[src/rtl/axi4_burst_scheduler_pkg.sv]
// Shared types, constants and helpers for the AXI4 burst scheduler.
package axi4_burst_pkg;

  typedef enum logic [1:0] {
    IDLE  = 2'd0,
    ISSUE = 2'd1,
    WAIT  = 2'd2,
    RESP  = 2'd3
  } burst_sched_state_t;

  localparam int AXI_4K_BYTES = 4096;

  // True when a burst starting at the given 4 KB offset runs past the page end.
  // 14 bits hold 4095 + 256*bytes_per_beat for engines up to 256 bits wide.
  function automatic logic crosses_4k(input logic [11:0] addr,
                                      input logic [7:0]  len,
                                      input logic [13:0] bytes_per_beat);
    logic [13:0] span;
    logic [13:0] end_off;
    span    = ({6'd0, len} + 14'd1) * bytes_per_beat;
    end_off = {2'b00, addr} + span;
    return end_off > 14'(AXI_4K_BYTES);
  endfunction

endpackage

[src/rtl/axi4_burst_scheduler_if.sv]
// Requester command/response bus plus engine command bus of the scheduler.
interface axi4_burst_scheduler_if #(
  parameter int NUM_REQ = 4,
  parameter int ADDR_W  = 32
);
  logic [NUM_REQ-1:0]        req_valid;
  logic [NUM_REQ-1:0]        req_ready;
  logic [NUM_REQ-1:0]        req_write;
  logic [NUM_REQ*ADDR_W-1:0] req_addr;
  logic [NUM_REQ*8-1:0]      req_len;
  logic [NUM_REQ-1:0]        resp_valid;
  logic                      resp_error;

  logic                      eng_start;
  logic                      eng_write;
  logic [ADDR_W-1:0]         eng_addr;
  logic [7:0]                eng_len;
  logic                      eng_done;
  logic                      eng_error;

  // Scheduler side: takes requester commands, drives the engine.
  modport master (
    input  req_valid, req_write, req_addr, req_len, eng_done, eng_error,
    output req_ready, resp_valid, resp_error, eng_start, eng_write, eng_addr, eng_len
  );

  // Environment side: requesters and the burst engine.
  modport slave (
    output req_valid, req_write, req_addr, req_len, eng_done, eng_error,
    input  req_ready, resp_valid, resp_error, eng_start, eng_write, eng_addr, eng_len
  );

endinterface

[src/rtl/axi4_burst_scheduler_rr_arbiter.sv]
// Combinational round-robin arbiter: searches from last_grant+1 with wrap.
module rr_arbiter #(
  parameter int N     = 4,
  parameter int IDX_W = $clog2(N)
) (
  input  logic [N-1:0]     req,
  input  logic [IDX_W-1:0] last_grant,
  output logic [N-1:0]     grant,
  output logic [IDX_W-1:0] grant_idx
);

  // First requester found after the previous owner wins.
  always_comb begin : pick
    logic found;
    int   cand;
    grant     = '0;
    grant_idx = '0;
    found     = 1'b0;
    cand      = 0;
    for (int off = 1; off <= N; off++) begin
      cand = int'(last_grant) + off;
      if (cand >= N) cand = cand - N;
      if (!found && req[cand]) begin
        found       = 1'b1;
        grant[cand] = 1'b1;
        grant_idx   = IDX_W'(cand);
      end
    end
  end

endmodule

[src/rtl/axi4_burst_scheduler.sv]
// Round-robin scheduler sharing one AXI4 burst engine between NUM_REQ requesters.
//
// state | meaning
// IDLE  | waiting for a request; req_ready to the round-robin winner
// ISSUE | eng_start pulse visible; watchdog cleared
// WAIT  | engine busy; waiting for eng_done or watchdog expiry
// RESP  | resp_valid/resp_error pulse to the owner; owner becomes last_grant
module axi4_burst_scheduler
  import axi4_burst_pkg::*;
#(
  parameter int NUM_REQ              = 4,
  parameter int C_M00_AXI_ADDR_WIDTH = 32,
  parameter int C_M00_AXI_DATA_WIDTH = 32,
  parameter int TIMEOUT_CYCLES       = 4096
) (
  input  logic                       clk,
  input  logic                       reset,
  axi4_burst_scheduler_if.master     bus,
  output logic                       busy,
  output logic [$clog2(NUM_REQ)-1:0] grant_id
);

  localparam int GID_W          = $clog2(NUM_REQ);
  localparam int AW             = C_M00_AXI_ADDR_WIDTH;
  localparam int BYTES_PER_BEAT = C_M00_AXI_DATA_WIDTH / 8;
  localparam int CNT_W          = (TIMEOUT_CYCLES == 0) ? 1 : $clog2(TIMEOUT_CYCLES + 1);
  localparam bit WDOG_EN        = (TIMEOUT_CYCLES != 0);
  // Timeout fires on the WAIT cycle whose increment would reach TIMEOUT_CYCLES.
  localparam logic [CNT_W-1:0] CNT_LIMIT = CNT_W'((TIMEOUT_CYCLES == 0) ? 0 : TIMEOUT_CYCLES - 1);
  localparam logic [CNT_W-1:0] CNT_MAX   = '1;

  burst_sched_state_t state;
  logic [GID_W-1:0]   last_grant;
  logic [CNT_W-1:0]   cnt;

  logic [NUM_REQ-1:0] win_onehot;
  logic [GID_W-1:0]   win_idx;
  logic [AW-1:0]      sel_addr;
  logic [7:0]         sel_len;
  logic               sel_write;
  logic               sel_cross;
  logic [NUM_REQ-1:0] own_onehot;

  rr_arbiter #(.N(NUM_REQ), .IDX_W(GID_W)) u_arb (
    .req        (bus.req_valid),
    .last_grant (last_grant),
    .grant      (win_onehot),
    .grant_idx  (win_idx)
  );

  // Payload of the current winner and its 4 KB legality.
  always_comb begin
    sel_addr   = bus.req_addr[int'(win_idx)*AW +: AW];
    sel_len    = bus.req_len[int'(win_idx)*8 +: 8];
    sel_write  = bus.req_write[win_idx];
    sel_cross  = crosses_4k(sel_addr[11:0], sel_len, 14'(BYTES_PER_BEAT));
    own_onehot = {{(NUM_REQ-1){1'b0}}, 1'b1} << grant_id;
  end

  // Accept strobe is the only combinational output; silenced during reset.
  assign bus.req_ready = (state == IDLE && !reset) ? win_onehot : '0;

  // Scheduler FSM with all outputs registered.
  always_ff @(posedge clk) begin
    if (reset) begin
      state          <= IDLE;
      last_grant     <= GID_W'(NUM_REQ - 1);
      grant_id       <= '0;
      cnt            <= '0;
      busy           <= 1'b0;
      bus.eng_start  <= 1'b0;
      bus.eng_write  <= 1'b0;
      bus.eng_addr   <= '0;
      bus.eng_len    <= '0;
      bus.resp_valid <= '0;
      bus.resp_error <= 1'b0;
    end else begin
      bus.eng_start  <= 1'b0;
      bus.resp_valid <= '0;
      bus.resp_error <= 1'b0;
      case (state)
        IDLE: begin
          if (|bus.req_valid) begin
            grant_id      <= win_idx;
            bus.eng_write <= sel_write;
            bus.eng_addr  <= sel_addr;
            bus.eng_len   <= sel_len;
            busy          <= 1'b1;
            if (sel_cross) begin
              bus.resp_valid <= win_onehot;
              bus.resp_error <= 1'b1;
              state          <= RESP;
            end else begin
              bus.eng_start <= 1'b1;
              state         <= ISSUE;
            end
          end
        end
        ISSUE: begin
          cnt   <= '0;
          state <= WAIT;
        end
        WAIT: begin
          if (bus.eng_done) begin
            bus.resp_valid <= own_onehot;
            bus.resp_error <= bus.eng_error;
            state          <= RESP;
          end else if (WDOG_EN && cnt == CNT_LIMIT) begin
            bus.resp_valid <= own_onehot;
            bus.resp_error <= 1'b1;
            state          <= RESP;
          end else if (cnt != CNT_MAX) begin
            cnt <= cnt + 1'b1;
          end
        end
        RESP: begin
          last_grant <= grant_id;
          busy       <= 1'b0;
          state      <= IDLE;
        end
        default: state <= IDLE;
      endcase
    end
  end

endmodule
[src/flat_wrapper.sv]
// flat-port wrapper written by rule: the top's interface ports become plain ports
module axi4_burst_scheduler_flat import axi4_burst_pkg::*;
#(
  parameter int NUM_REQ              = 4,
  parameter int C_M00_AXI_ADDR_WIDTH = 32,
  parameter int C_M00_AXI_DATA_WIDTH = 32,
  parameter int TIMEOUT_CYCLES       = 4096
)
  (clk, reset, busy, grant_id, bus_req_valid, bus_req_write, bus_req_addr, bus_req_len, bus_eng_done, bus_eng_error, bus_req_ready, bus_resp_valid, bus_resp_error, bus_eng_start, bus_eng_write, bus_eng_addr, bus_eng_len);
  axi4_burst_scheduler_if #(.NUM_REQ(NUM_REQ)) bus_i ();
  input  logic clk;
  input  logic reset;
  output logic busy;
  output logic [$clog2(NUM_REQ)-1:0] grant_id;
  input wire logic [$bits(bus_i.req_valid)-1:0] bus_req_valid;
  input wire logic [$bits(bus_i.req_write)-1:0] bus_req_write;
  input wire logic [$bits(bus_i.req_addr)-1:0] bus_req_addr;
  input wire logic [$bits(bus_i.req_len)-1:0] bus_req_len;
  input wire logic [$bits(bus_i.eng_done)-1:0] bus_eng_done;
  input wire logic [$bits(bus_i.eng_error)-1:0] bus_eng_error;
  output wire logic [$bits(bus_i.req_ready)-1:0] bus_req_ready;
  output wire logic [$bits(bus_i.resp_valid)-1:0] bus_resp_valid;
  output wire logic [$bits(bus_i.resp_error)-1:0] bus_resp_error;
  output wire logic [$bits(bus_i.eng_start)-1:0] bus_eng_start;
  output wire logic [$bits(bus_i.eng_write)-1:0] bus_eng_write;
  output wire logic [$bits(bus_i.eng_addr)-1:0] bus_eng_addr;
  output wire logic [$bits(bus_i.eng_len)-1:0] bus_eng_len;
  assign bus_i.req_valid = bus_req_valid;
  assign bus_i.req_write = bus_req_write;
  assign bus_i.req_addr = bus_req_addr;
  assign bus_i.req_len = bus_req_len;
  assign bus_i.eng_done = bus_eng_done;
  assign bus_i.eng_error = bus_eng_error;
  assign bus_req_ready = bus_i.req_ready;
  assign bus_resp_valid = bus_i.resp_valid;
  assign bus_resp_error = bus_i.resp_error;
  assign bus_eng_start = bus_i.eng_start;
  assign bus_eng_write = bus_i.eng_write;
  assign bus_eng_addr = bus_i.eng_addr;
  assign bus_eng_len = bus_i.eng_len;
  axi4_burst_scheduler #(.NUM_REQ(NUM_REQ), .C_M00_AXI_ADDR_WIDTH(C_M00_AXI_ADDR_WIDTH), .C_M00_AXI_DATA_WIDTH(C_M00_AXI_DATA_WIDTH), .TIMEOUT_CYCLES(TIMEOUT_CYCLES)) u_core (.clk(clk), .reset(reset), .bus(bus_i), .busy(busy), .grant_id(grant_id));
endmodule
[config.mk]
export PLATFORM = sky130hd
export DESIGN_NAME = axi4_burst_scheduler_flat
export DESIGN_NICKNAME = d
export VERILOG_FILES = /design/src/rtl/axi4_burst_scheduler_pkg.sv /design/src/rtl/axi4_burst_scheduler_if.sv /design/src/rtl/axi4_burst_scheduler_rr_arbiter.sv /design/src/rtl/axi4_burst_scheduler.sv /design/src/flat_wrapper.sv
export SDC_FILE = /design/constraint.sdc
export NUM_CORES = 1
export LEC_CHECK = 0
export ABC_AREA = 1
export CORE_MARGIN = 1.5
export CORE_UTILIZATION = 47
export DETAILED_ROUTE_END_ITERATION = 12
export PLACE_DENSITY = 0.88
export SETUP_SLACK_MARGIN = 0.2
export SLEW_MARGIN = 5
export SYNTH_ARGS = -nofsm -noshare
export SYNTH_HDL_FRONTEND = slang
export SYNTH_SLANG_ARGS = --single-unit
[constraint.sdc]
create_clock -name clk -period 10.7 [get_ports clk]
set_input_delay 1.07 -clock clk [delete_from_list [all_inputs] [get_ports clk]]
set_output_delay 1.07 -clock clk [all_outputs]
set_load 0.02 [all_outputs]
After elaboration in Yosys (flattened, before gate mapping)
Index checks and enable logic that the tools add are counted.
{ "classes": {"n_reduce_logical": 21, "n_mux": 60, "n_bitwise": 5, "shift": 3, "addsub": 11, "magnitude_cmp": 14, "eq_ne": 10} }
{ "op_table": {"columns": ["cell", "count"], "rows": [
  ["$ge 32x1->1 const B", 4],
  ["$lt 32x4->1 const B", 4],
  ["$mux 32", 4],
  ["$shiftx 128x8->32", 1],
  ["$mux 13", 3],
  ["$mux 4", 9],
  ["$ge 32x4->1 const B", 1],
  ["$shiftx 32x6->8", 1],
  ["$sub 32x4->32 const B", 1],
  ["$pmux 13 s2", 1],
  ["$mux 1", 22],
  ["$mux 2", 8],
  ["$add 12x14->14", 1],
  ["$gt 14x13->1 const B", 1],
  ["$add 13x1->13 const B", 1],
  ["$eq 13x12->1 const B", 1],
  ["$ne 13x13->1 const B", 1],
  ["$or 4x4->4", 3],
  ["$bmux 1 s2", 5],
  ["$add 8x1->9 const B", 1],
  ["$demux 1 s2", 4],
  ["$logic_and 1x1->1", 8],
  ["$pmux 2 s4", 1],
  ["$pmux 4 s2", 1],
  ["23 further kinds", 37]
]} }
{ "word_totals": {"regBits": 67} }

Logic depth before layout (Yosys ltp)
{ "depth": {"depth_word": 23, "ltp_mapped": 34} }

Modules after synthesis
A second synthesis with hierarchy kept.
{ "hier_totals": {"cells_unflattened": 804, "hier_area_um2": 4993.5} }
{ "modules_own_cells": {"columns": ["module", "area_each_um2", "instances", "cells_each"], "rows": [
  ["axi4_burst_scheduler", 4450.5, 1, 720],
  ["rr_arbiter", 543.0, 1, 84]
]} }

Worst setup path after synthesis
No wires, ideal clock.
{ "synth_timing": {"kind": "input to register", "start": "input bus_req_valid[2]", "end": "register u_core.bus.resp_valid[0]", "n_path_buf": 1, "path_stages": 30, "setup_time_ps": 132, "arrival_time_ps": 4086, "setup_slack_ps": 6482, "path_cell_list": "inv_1 nand2_1 nand3_2 nand2_4 nor2_2 nand2_1 nand2_1 nand2_4 nand2_4 buf_6 nand2_1 o21ai_1 inv_1 o21ai_1 ha_1 inv_1 xor2_1 inv_1 ha_1 a21oi_1 nand2_1 nand2_1 nand2_1 nand3b_1 nor2_1 nand4_1 nor2_1 nand3_2 nand4_1 a21oi_1"} }
{ "synth_via": {"elab_chain_len": 20} }
{ "synth_rtl": {"columns": ["element", "line", "text"], "rows": [
  ["from (decl)", "flat_wrapper.sv:15", "input wire logic [$bits(bus_i.req_valid)-1:0] bus_req_valid;"],
  ["$bmux 1 s2", "axi4_burst_scheduler_rr_arbiter.sv:23", "if (!found && req[cand]) begin"],
  ["$mux 1 (not written as such) (2 in a row)", "axi4_burst_scheduler_rr_arbiter.sv:23", null],
  ["$mux 1", "axi4_burst_scheduler_rr_arbiter.sv:23", null],
  ["$logic_not 1->1", "axi4_burst_scheduler_rr_arbiter.sv:23", null],
  ["$logic_and 1x1->1", "axi4_burst_scheduler_rr_arbiter.sv:23", null],
  ["$mux 1", "axi4_burst_scheduler_rr_arbiter.sv:23", null],
  ["$logic_not 1->1", "axi4_burst_scheduler_rr_arbiter.sv:23", null],
  ["$logic_and 1x1->1", "axi4_burst_scheduler_rr_arbiter.sv:23", null],
  ["[... 4 more ...]", null, null],
  ["$shiftx 32x6->8 *", "axi4_burst_scheduler.sv:54", "sel_len = bus.req_len[int'(win_idx)*8 +: 8];"],
  ["named net u_core.sel_len[0]", "axi4_burst_scheduler.sv:39", "logic [7:0] sel_len;"],
  ["$add 8x1->9 *", "axi4_burst_scheduler_pkg.sv:20", "span = ({6'd0, len} + 14'd1) * bytes_per_beat;"],
  ["$add 12x14->14 *", "axi4_burst_scheduler_pkg.sv:21", "end_off = {2'b00, addr} + span;"],
  ["$gt 14x13->1 *", "axi4_burst_scheduler_pkg.sv:22", "return end_off > 14'(AXI_4K_BYTES);"],
  ["$mux 4 *", "axi4_burst_scheduler.sv:89", "if (sel_cross) begin"],
  ["$mux 4 *", "axi4_burst_scheduler.sv:83", "if (|bus.req_valid) begin"],
  ["$pmux 4 s2 *", "axi4_burst_scheduler.sv:81", "case (state)"],
  ["to (signal assigned)", "axi4_burst_scheduler.sv:90", "bus.resp_valid <= win_onehot;"],
  ["to (signal assigned)", "axi4_burst_scheduler.sv:105", "bus.resp_valid <= own_onehot;"],
  ["to (signal assigned)", "axi4_burst_scheduler.sv:109", "bus.resp_valid <= own_onehot;"],
  ["to (decl)", "axi4_burst_scheduler_if.sv:24", "output req_ready, resp_valid, resp_error, eng_start, eng_write, eng_addr, eng_len"]
]} }
Mark *: on every way through the listed nets, which the timed path passes. The rest lies on a longest branch. The select of a mux whose other input is x is not followed.
A chain may end at the register's enable or synchronous reset.

Final worst setup path
{ "layout_timing": {"start": "input bus_req_valid[2]", "end": "register u_core.bus.resp_error"} }
{ "layout_lines": {"columns": ["element", "line", "text"], "rows": [
  ["$bmux 1 s2", "axi4_burst_scheduler_rr_arbiter.sv:23", null],
  ["$mux 1 (not written as such) (2 in a row)", "axi4_burst_scheduler_rr_arbiter.sv:23", null],
  ["$mux 1", "axi4_burst_scheduler_rr_arbiter.sv:23", null],
  ["$logic_not 1->1", "axi4_burst_scheduler_rr_arbiter.sv:23", null],
  ["$logic_and 1x1->1", "axi4_burst_scheduler_rr_arbiter.sv:23", null],
  ["$mux 1", "axi4_burst_scheduler_rr_arbiter.sv:23", null],
  ["$logic_not 1->1", "axi4_burst_scheduler_rr_arbiter.sv:23", null],
  ["$logic_and 1x1->1", "axi4_burst_scheduler_rr_arbiter.sv:23", null],
  ["[... 3 more ...]", null, null],
  ["$mux 2 *", "axi4_burst_scheduler_rr_arbiter.sv:23", null],
  ["$shiftx 128x8->32 *", "axi4_burst_scheduler.sv:53", "sel_addr = bus.req_addr[int'(win_idx)*AW +: AW];"],
  ["named net u_core.sel_addr[2]", "axi4_burst_scheduler.sv:38", "logic [AW-1:0] sel_addr;"],
  ["$add 12x14->14 *", "axi4_burst_scheduler_pkg.sv:21", null],
  ["$gt 14x13->1 *", "axi4_burst_scheduler_pkg.sv:22", null],
  ["$mux 1 *", "axi4_burst_scheduler.sv:89", null],
  ["$mux 1 *", "axi4_burst_scheduler.sv:83", null],
  ["$pmux 1 s2 *", "axi4_burst_scheduler.sv:81", null],
  ["to (signal assigned)", "axi4_burst_scheduler.sv:106", "bus.resp_error <= bus.eng_error;"],
  ["to (decl)", "axi4_burst_scheduler_if.sv:24", null]
]} }
Marked as above.

==> out/qor.csv <==
stage,metric,value,unit
clock_network,numCtsBuffers,9,
pwr,p_per_area,292,nW/µm²
global_route,grtUsageTotal,26.6,%
timing,setup_violations,0,
timing,slew_headroom,39.2,%
global_route,grt_pass1_wl,24.8,mm
floorplanning,die_w,108,µm
logic_synthesis,yosys.cell_types.count,43,
floorplanning,coreArea,10500,µm²
logic_synthesis,ys_ff_latch,67,
timing,fin_crit,5.67,ns
logic_synthesis,synth_edf_count,0,
pwr,p_clk_share,8.6,%
worst_setup_path,criticalPathCategory,input port to flop,
placed_design,portBuffers,225,
status,status,"complete, no violations",
floorplanning,die_y,108,µm
pwr,peakVddDrop,0.000172,V
floorplanning,start_util,49.1,%
final_layout,num_antenna_cells,0,
timing,rsz0062_at_grt,false,
global_route,antenna_found_initial,0,
logic_synthesis,ys_top_cells_by_area,"dfxtp_1, nand2_1, nor2_1",
timing,min_period_over_period,53.0,%
clock_network,cts_setup_buffers,0,
clock_network,h-tree-depth,3,
final_layout,syn_to_final_growth,46.4,%
global_route,grt_pass1_vias,5431,
worst_setup_path,start_kind,input port,
clock_network,clk_pin_slew,0.08,ns
route,ant_nets,0,
logic_synthesis,yosysTopAreaCell,dfxtp_1,
route,route.detailed.drc,0,
timing,max_freq,0.176,GHz
run,drv_cap,0,
route,wire_per_inst,13.9,µm
placed_design,place_congestion,0.914,
timing,fin_hold_ws,0.453,ns
floorplanning,rows,37,
worst_setup_path,cp-end-kind,flop,
clock_network,clk_latency,0.34,ns
logic_synthesis,synth_ff_type,dfxtp_1,
pwr,swShare,52.7,%
final_layout,finalNonFillerCells,1154,
timing,setup_tns,0,ns
logic_synthesis,async_flop_share,0,%
global_route,grt_overflow,0,
route,viasPerCell,5.21,
logic_synthesis,synth_common_cells,"nand2_1, nor2_1, inv_1",
pwr,p_switching,1.16,mW
logic_synthesis,synthCells,813,
worst_setup_path,max_stage_delay,0.53,ns
pwr,intPower,1.04,mW
clock_network,root_buffer,clkbuf_8,
timing,finalHoldViolCount,0,
hold_path,min_path_cells,2,
clock_network,ctsHoldBuffers,0,
worst_setup_path,ff2ff_setup_slack,5.13,ns
worst_setup_path,crit_required,10.91,ns
pwr,p_leak,3.36,nW
placed_design,hpwl,12.2,mm
timing,fin_skew,0.0111,ns
pwr,pwr-share-seq,17.6,%
final_layout,layout-drive-gt1-share,5.01,%
timing,tightest_slew,0.913,ns
hold_path,hp-start,u_core.cnt[12],
final_layout,finish.net_count,1208,
logic_synthesis,yosys_warnings,0,
clock_network,cts_sinks,67,
clock_network,cts_max_path_buffers,2,
pwr,p_comb_share,73.8,%
logic_synthesis,synth_top_area_share,26.1,%
worst_setup_path,crit_fanout,92,
route,first_pass_iters,5,
hold_path,hold_class,flop to flop,
floorplanning,num_io_pins,226,
logic_synthesis,syn-cell-area,5140,µm²
clock_network,cts_tree,built,
worst_setup_path,path_delay_family,simple AND/OR/NAND/NOR gates,
worst_setup_path,cp_slowest_cell,buf_4,
logic_synthesis,synth.most_common_cell,nand2_1,
route,drt_iter0_drc,338,
worst_setup_path,r2r-end,u_core.bus.resp_error,
logic_synthesis,syn_area_per_cell,6.32,µm²
route,wirelength,16.0,mm
worst_setup_path,cp_num_cells,26,
worst_setup_path,r2r.worst_path.cells,26,
route,num_vias,6012,
hold_path,min_to,u_core.cnt[12],
logic_synthesis,syn-num-nets,1008,
worst_setup_path,cp_num_buf_inv,5,
floorplanning,die_area,11600,µm²
timing,final_max_slew_viol_count,0,
clock_network,cts_resized,0,
logic_synthesis,yosysSeqAreaShare,26.1,%
placed_design,dp_cells,1138,
worst_setup_path,critical_path_arrival,5.87,ns
global_route,grt_max_degree,93,
worst_setup_path,reg2reg_from,u_core.last_grant[0],
[layer usage]
layer	GRT usage, %	share of wire [%]	vias to the layer above
li1	-	-	3067
met1	31.1	42	2675
met2	47.5	49	233
met3	6.36	7.2	37
met4	8.93	2.5	0
met5	0	0	-
[cell type report]
cell class,instances,area (µm²)
fill,912,2940
sequential,67,1340
inverter,108,410
timing repair buffer,228,2270
clock buffer,11,141
multi-input combinational,599,3140
clock inverter,5,37.5
tap,136,170
[stage by stage]
step | area [µm²] | util [%] | power [mW] | setup slack (ns)
3_5_place_dp | 7340 | 70.2 | 1.99 | 4.71
3_3_place_gp | 7340 | 70.2 | 1.96 | 4.85
6_report | 7520 | 71.9 | 2.19 | 5.03
2_1_floorplan | 5140 | - | 1.56 | 6.48
4_1_cts | 7520 | 71.9 | 2.19 | 5.06
5_1_grt | 7520 | 71.9 | 2.41 | 4.52
[flip-flops by register name (all words and copies together), names as in the netlist, 2 cells and up]
name	flops
u_core.cnt	13
u_core.bus.resp_valid	4
u_core.bus.eng_len	8
u_core.last_grant	2
u_core.bus.eng_addr	32
u_core.grant_id	2
u_core.state	2
[power groups by stage]
stage          clock (mW)  combinational, mW  sequential, mW
2_1_floorplan           0               1.09           0.476
3_3_place_gp            0               1.58           0.386
3_5_place_dp            0               1.61           0.389
4_1_cts             0.193               1.61           0.384
5_1_grt             0.205               1.81           0.394
6_report            0.190               1.62           0.385
[cells by family after synthesis]
group,count (synthesis),synth area share (%)
and+or+nand+nor,394,33.7
AOI/OAI and AO/OA,174,20.2
buffers and inverters,147,12.8
DFF,67,26.1
adders and majority gates,23,5.75
xor gates and xnor gates,8,1.36
[cell usage in the layout, fill, tap and decap left out, types with 5 or more instances in the layout]
| cell type | n |
|---|---|
| a21oi_1 | 56 |
| a32oi_1 | 6 |
| clkbuf_8 | 10 |
| clkdlybuf4s50_1 | 225 |
| dfxtp_1 | 67 |
| ha_1 | 22 |
| inv_1 | 102 |
| nand2_1 | 162 |
| nand2_2 | 6 |
| nand2_4 | 5 |
| nand3_1 | 43 |
| nand3_2 | 7 |
| nand4_1 | 10 |
| nor2_1 | 135 |
| nor3_1 | 16 |
| o211ai_1 | 6 |
| o21ai_0 | 61 |
| o21ai_1 | 9 |
| o221ai_1 | 10 |
| o22ai_1 | 5 |
| o32ai_1 | 12 |
| xor2_1 | 6 |
[worst min-delay path: stages, from the launching register on]
cell	delay [ns]
dfxtp_1	0.31
inv_1	0.06
nor2_1	0.04
[worst max path at each step]
| stage | end | startpoint |
|---|---|---|
| 6_report | u_core.bus.resp_error | bus_req_valid[2] |
| 2_1_floorplan | u_core.bus.resp_valid[0] | bus_req_valid[2] |
| 3_5_place_dp | u_core.bus.resp_valid[3] | bus_req_valid[2] |
| 4_1_cts | u_core.bus.resp_error | bus_req_valid[2] |
| 5_1_grt | u_core.bus.resp_valid[3] | bus_req_valid[0] |
| 3_3_place_gp | u_core.bus.resp_error | bus_req_valid[0] |
(Power assumes the default switching activity.)
